[src/rtl/dmem_pkg.sv]
// Shared types, default checker constants and access-error decode for dmem_responder.
package dmem_pkg;

  typedef enum logic [1:0] {
    StIdle,
    StWait,
    StDone
  } state_e;

  localparam logic [31:0] DefPassAddr    = 32'd84;
  localparam logic [31:0] DefPassData    = 32'd7;
  localparam logic [31:0] DefScratchAddr = 32'd80;

  // Misaligned or beyond the end of the RAM.
  function automatic logic addr_bad(input logic [31:0] adr, input int unsigned depth_words);
    return (adr[1:0] != 2'b00) || (adr >= (32'(depth_words) << 2));
  endfunction

  function automatic logic access_err(input logic [31:0] adr, input int unsigned depth_words,
                                      input logic rd, input logic wr);
    return addr_bad(adr, depth_words) || (rd && wr);
  endfunction

endpackage

[src/rtl/dmem_ram.sv]
// Word RAM with synchronous write and registered read; contents survive reset.
module dmem_ram #(
  parameter int unsigned DEPTH_WORDS = 64,
  parameter int unsigned AW          = $clog2(DEPTH_WORDS)
) (
  input  logic          clk,
  input  logic          we,
  input  logic [AW-1:0] waddr,
  input  logic [31:0]   wdata,
  input  logic [AW-1:0] raddr,
  output logic [31:0]   rdata
);

  logic [31:0] mem [DEPTH_WORDS];

  always_ff @(posedge clk) begin
    if (we) begin
      mem[waddr] <= wdata;
    end
    rdata <= mem[raddr];
  end

endmodule

[src/rtl/dmem_responder.sv]
// Multi-cycle data-memory responder with fixed wait-state latency.
// Optional pass/fail checker on store commits when DMEM_PASS_CHECK_EN is defined.
module dmem_responder
  import dmem_pkg::*;
#(
  parameter int unsigned DEPTH_WORDS  = 64,
  parameter int unsigned LATENCY      = 2,
  parameter logic [31:0] PASS_ADDR    = DefPassAddr,
  parameter logic [31:0] PASS_DATA    = DefPassData,
  parameter logic [31:0] SCRATCH_ADDR = DefScratchAddr
) (
  input  logic        clk,
  input  logic        reset,
  input  logic        memread,
  input  logic        memwrite,
  input  logic [31:0] dataadr,
  input  logic [31:0] writedata,
  output logic [31:0] readdata,
  output logic        ready,
  output logic        err,
  output logic        pass,
  output logic        fail
);

  localparam int unsigned AW = $clog2(DEPTH_WORDS);

  state_e      state_q, state_d;
  logic [3:0]  cnt_q, cnt_d;
  logic [31:0] adr_q, wdata_q;
  logic        write_q, bad_q, err_q;
  logic        accept, commit;
  logic [31:0] ram_rdata;
  logic [AW-1:0] ram_raddr;

  assign accept = (state_q == StIdle) && (memread || memwrite);

  always_comb begin
    state_d = state_q;
    cnt_d   = cnt_q;
    unique case (state_q)
      StIdle: begin
        if (accept) begin
          cnt_d   = 4'(LATENCY - 1);
          state_d = (LATENCY == 1) ? StDone : StWait;
        end
      end
      StWait: begin
        cnt_d = cnt_q - 4'd1;
        if (cnt_q <= 4'd1) begin
          cnt_d   = '0;
          state_d = StDone;
        end
      end
      StDone:  state_d = StIdle;
      default: state_d = StIdle;
    endcase
  end

  always_ff @(posedge clk or posedge reset) begin
    if (reset) begin
      state_q <= StIdle;
      cnt_q   <= '0;
      adr_q   <= '0;
      wdata_q <= '0;
      write_q <= 1'b0;
      bad_q   <= 1'b0;
      err_q   <= 1'b0;
    end else begin
      state_q <= state_d;
      cnt_q   <= cnt_d;
      if (accept) begin
        adr_q   <= dataadr;
        wdata_q <= writedata;
        write_q <= memwrite;
        bad_q   <= addr_bad(dataadr, DEPTH_WORDS);
        err_q   <= access_err(dataadr, DEPTH_WORDS, memread, memwrite);
      end
    end
  end

  // Read port follows the live address in IDLE so LATENCY=1 still has data on DONE entry.
  assign ram_raddr = (state_q == StIdle) ? dataadr[AW+1:2] : adr_q[AW+1:2];

  // A read+write collision is still a write; only bad addresses drop it.
  assign commit = (state_q == StDone) && write_q && !bad_q;

  dmem_ram #(
    .DEPTH_WORDS(DEPTH_WORDS),
    .AW         (AW)
  ) u_ram (
    .clk  (clk),
    .we   (commit),
    .waddr(adr_q[AW+1:2]),
    .wdata(wdata_q),
    .raddr(ram_raddr),
    .rdata(ram_rdata)
  );

  assign ready    = (state_q == StDone);
  assign err      = (state_q == StDone) && err_q;
  assign readdata = ((state_q == StDone) && !bad_q) ? ram_rdata : '0;

`ifdef DMEM_PASS_CHECK_EN
  logic pass_q, pass_d, fail_q, fail_d;

  always_comb begin
    pass_d = pass_q;
    fail_d = fail_q;
    if (commit && !err_q && !pass_q && !fail_q) begin
      if ((adr_q == PASS_ADDR) && (wdata_q == PASS_DATA)) begin
        pass_d = 1'b1;
      end else if (adr_q != SCRATCH_ADDR) begin
        fail_d = 1'b1;
      end
    end
  end

  always_ff @(posedge clk or posedge reset) begin
    if (reset) begin
      pass_q <= 1'b0;
      fail_q <= 1'b0;
    end else begin
      pass_q <= pass_d;
      fail_q <= fail_d;
    end
  end

  assign pass = pass_q;
  assign fail = fail_q;
`else
  logic unused_cfg;
  assign unused_cfg = ^{PASS_ADDR, PASS_DATA, SCRATCH_ADDR, adr_q};
  assign pass = 1'b0;
  assign fail = 1'b0;
`endif

endmodule

[config.mk]
export PLATFORM = sky130hd
export DESIGN_NAME = dmem_responder
export DESIGN_NICKNAME = d
export VERILOG_FILES = /design/src/rtl/dmem_pkg.sv /design/src/rtl/dmem_ram.sv /design/src/rtl/dmem_responder.sv
export SDC_FILE = /design/constraint.sdc
export NUM_CORES = 2
export LEC_CHECK = 0
export CAP_MARGIN = 10
export CELL_PAD_IN_SITES_DETAIL_PLACEMENT = 0
export CELL_PAD_IN_SITES_GLOBAL_PLACEMENT = 2
export CORE_MARGIN = 2
export CORE_UTILIZATION = 45
export CTS_CLUSTER_DIAMETER = 120
export DETAILED_ROUTE_END_ITERATION = 6
export PLACE_DENSITY = 0.82
export SYNTH_ARGS = -nofsm -noshare
export SYNTH_HDL_FRONTEND = slang
export SYNTH_SLANG_ARGS = --single-unit
[constraint.sdc]
create_clock -name clk -period 7.95 [get_ports clk]
set_clock_uncertainty 0.2 [all_clocks]
set_input_delay 1.1925 -clock clk [delete_from_list [all_inputs] [get_ports clk]]
set_output_delay 1.1925 -clock clk [all_outputs]
set_load 0.02 [all_outputs]
==> reports/qor.yml <==
status: "finished, violations left"
violations: "DRC"
hold_viol: 0
hold_buffers: 0
dr.pass1.iters: 7
ys_warn_count: 0
post_cts_buffers: 0
area_growth_pct: 13.0
ys_types: 58
fin_crit_ns: 5.53
final_cell_mix: "edfxtp_1 (2048), mux2i_1 (418), nand2_1 (287)"
use_met3: 0.0399
peakVddDrop_mv: 0.353
nets: 4943
synth_fa_ha_area_frac: 0.000296
synth_edf_count: 2048
crit_required_ns: 6.56
overflow: 0
portBuffers: 101
ant_nets: 0
die_height_um: 437
grt_max_degree: 117
core_area_sq_um: 187000
fmax_mhz: 181
htreeDepth: 4
track_usage: 0.252
finalWeightedCongestion: 0.803
crit_path_start_kind: "register"
fin_setup_tns_ns: 0
place_inst: 7167
drcViolationCount: 1
setup_viol: 0
crit_path_max_incr_delay_ns: 1.00
cts_root_buf: "clkbuf_16"
via_per_inst: 6.31
dieArea_sq_um: 191000
timing.final.ws_setup_ns: 2.42
use_met2: 0.408
path_max_fanout: 32
crit_slowest_cell: "dfrtp_1"
final_common_cell: "edfxtp_1"
async_reset_ff_frac: 0.0221
final_util: 0.510
synth_top_family_by_area: "multiplexers"
clkTransAtPathRegs_ns: 0.06
grt-busiest-layer: "met2"
synth_seq_area_share: 0.749
io_pins: 104
synth.area.mux_share: 0.125
synth-main-ff-cell: "edfxtp_1"
drv_slew: 0
die_width_um: 437
tightest_slew_ns: 1.29
arrival_ns: 4.13
std_cell_rows: 159
worst_slew_margin_rel: 0.139
critPathBufInv: 2
dp_hpwl_um: 130000
worstSkewPairLatency_ns: 0.86
cts_resized: 0
path_class: "reg -> out"
start_util: 0.451
syn_area_sq_um: 84500
cts_made_buffers: 198
synth_compound_area_frac: 0.0582
grt_pass1_vias: 46400
yosys.area_share.simple: 0.0497
power.density_nw_per_um2: 368
p_leak_nw: 30.8
min_path_type: "reg -> reg"
final_cells: 7546
period_share: 0.695
cap_violations: 0
preCtsSetupSlack_ns: 2.78
routed_wl_um: 245000
antenna_found_initial: 12
synth_seq_cells: 2127
drive_above_1_share: 0.172
timing.hold.ws_ns: 0.317
drtIter0Drc: 6476
path_cells: "nor2b_1 > nor2b_4 > buf_4 > and2_1 > clkdlybuf4s50_1"
vias: 47600
cp_top_family: "buffers and inverters"
grt_pass1_wl_um: 344000
cp-end-kind: "primary output"
synthCells: 4753
synthXorXnorAreaFrac: 0.000104
wire_per_inst_um: 32.4
clockBufferDepth: 3
syn_area_per_cell_sq_um: 17.8
clock_sinks: 2127
rsz0062_at_grt: "no"
use_met1: 0.347
cts_tree: "yes"
where the power goes:
group          switching [mW]  internal [mW]  leakage [nW]
Sequential               1.63           14.2          19.2
Clock                    4.12           5.08          3.05
Combinational            6.45           3.71          8.53
flip-flops by register name (all words and copies together), names as in the netlist:
signal       flops
adr_q            6
write_q          1
bad_q            1
cnt_q            4
wdata_q         32
state_q          2
u_ram.rdata     32
u_ram.mem     2048
err_q            1
per-layer routing:
layer	wire, um	part of all wire
met2	118000	0.48
met1	96800	0.40
met4	8460	0.035
met5	0	0
met3	21600	0.088
logic make-up after synthesis:
group / count (synthesis)
buffers and inverters: 331
DFF: 2127
adders and majority gates: 2
other: 1
muxes: 732
xor gates and xnor gates: 1
and+or+nand+nor: 879
AOI/OAI and AO/OA: 680
Yosys cell counts, types with 32 or more instances:
library cell	number	area share
edfxtp_1	2048	0.73
clkbuf_1	167	0.0074
and3_1	91	0.0067
dfxtp_1	32	0.0076
and2_1	33	0.0024
mux2i_1	418	0.050
nand2b_1	39	0.0029
a31oi_1	98	0.0073
dfrtp_1	47	0.014
mux2_2	58	0.0077
nand3_1	70	0.0041
buf_2	105	0.0062
buf_1	41	0.0018
o32ai_1	66	0.0068
a21oi_1	49	0.0029
a211oi_1	90	0.0080
a22oi_1	109	0.0097
nand2_1	288	0.013
o21ai_0	69	0.0041
a32oi_1	38	0.0039
nor2_1	220	0.0098
nor4_1	52	0.0039
mux4_2	256	0.068
o211ai_1	84	0.0075
final cells by class:
cell class / instances / area, sq um
clock inverters: 100 / 856
clock buffers: 272 / 5390
flip-flops and latches: 2127 / 63400
multi-input cells: 2296 / 20400
well taps: 2495 / 3120
fillers: 14800 / 91700
repair buffers: 245 / 2270
inverters: 5 / 18.8
diodes: 6 / 15.0
per-stage QoR:
stage / instance area [sq um] / power, mW
global route: 95500 / 36.3
floorplan: 84500 / 21.8
finish: 95500 / 35.2
detailed placement: 89200 / 26.1
global placement: 89200 / 25.9
CTS: 95400 / 35.1
final timing paths:
path / end / startpoint / depth (start not counted) / slack [ns]
max in group asynchronous: adr_q[2]$_DFFE_PP0P_ / reset / 3 / 6.18
worst max register to register: u_ram.rdata[22]$_DFF_P_ / state_q[0]$_DFFE_PP0P_ / 9 / 2.89
min in group asynchronous: wdata_q[0]$_DFFE_PP0P_ / reset / 3 / 0.68
worst min register to register: wdata_q[0]$_DFFE_PP0P_ / wdata_q[0]$_DFFE_PP0P_ / 1 / 0.32
worst min-delay path: wdata_q[0]$_DFFE_PP0P_ / wdata_q[0]$_DFFE_PP0P_ / 1 / 0.32
worst max-delay path: readdata[25] / state_q[1]$_DFFE_PP0P_ / 5 / 2.42
(Power assumes the default switching activity.)
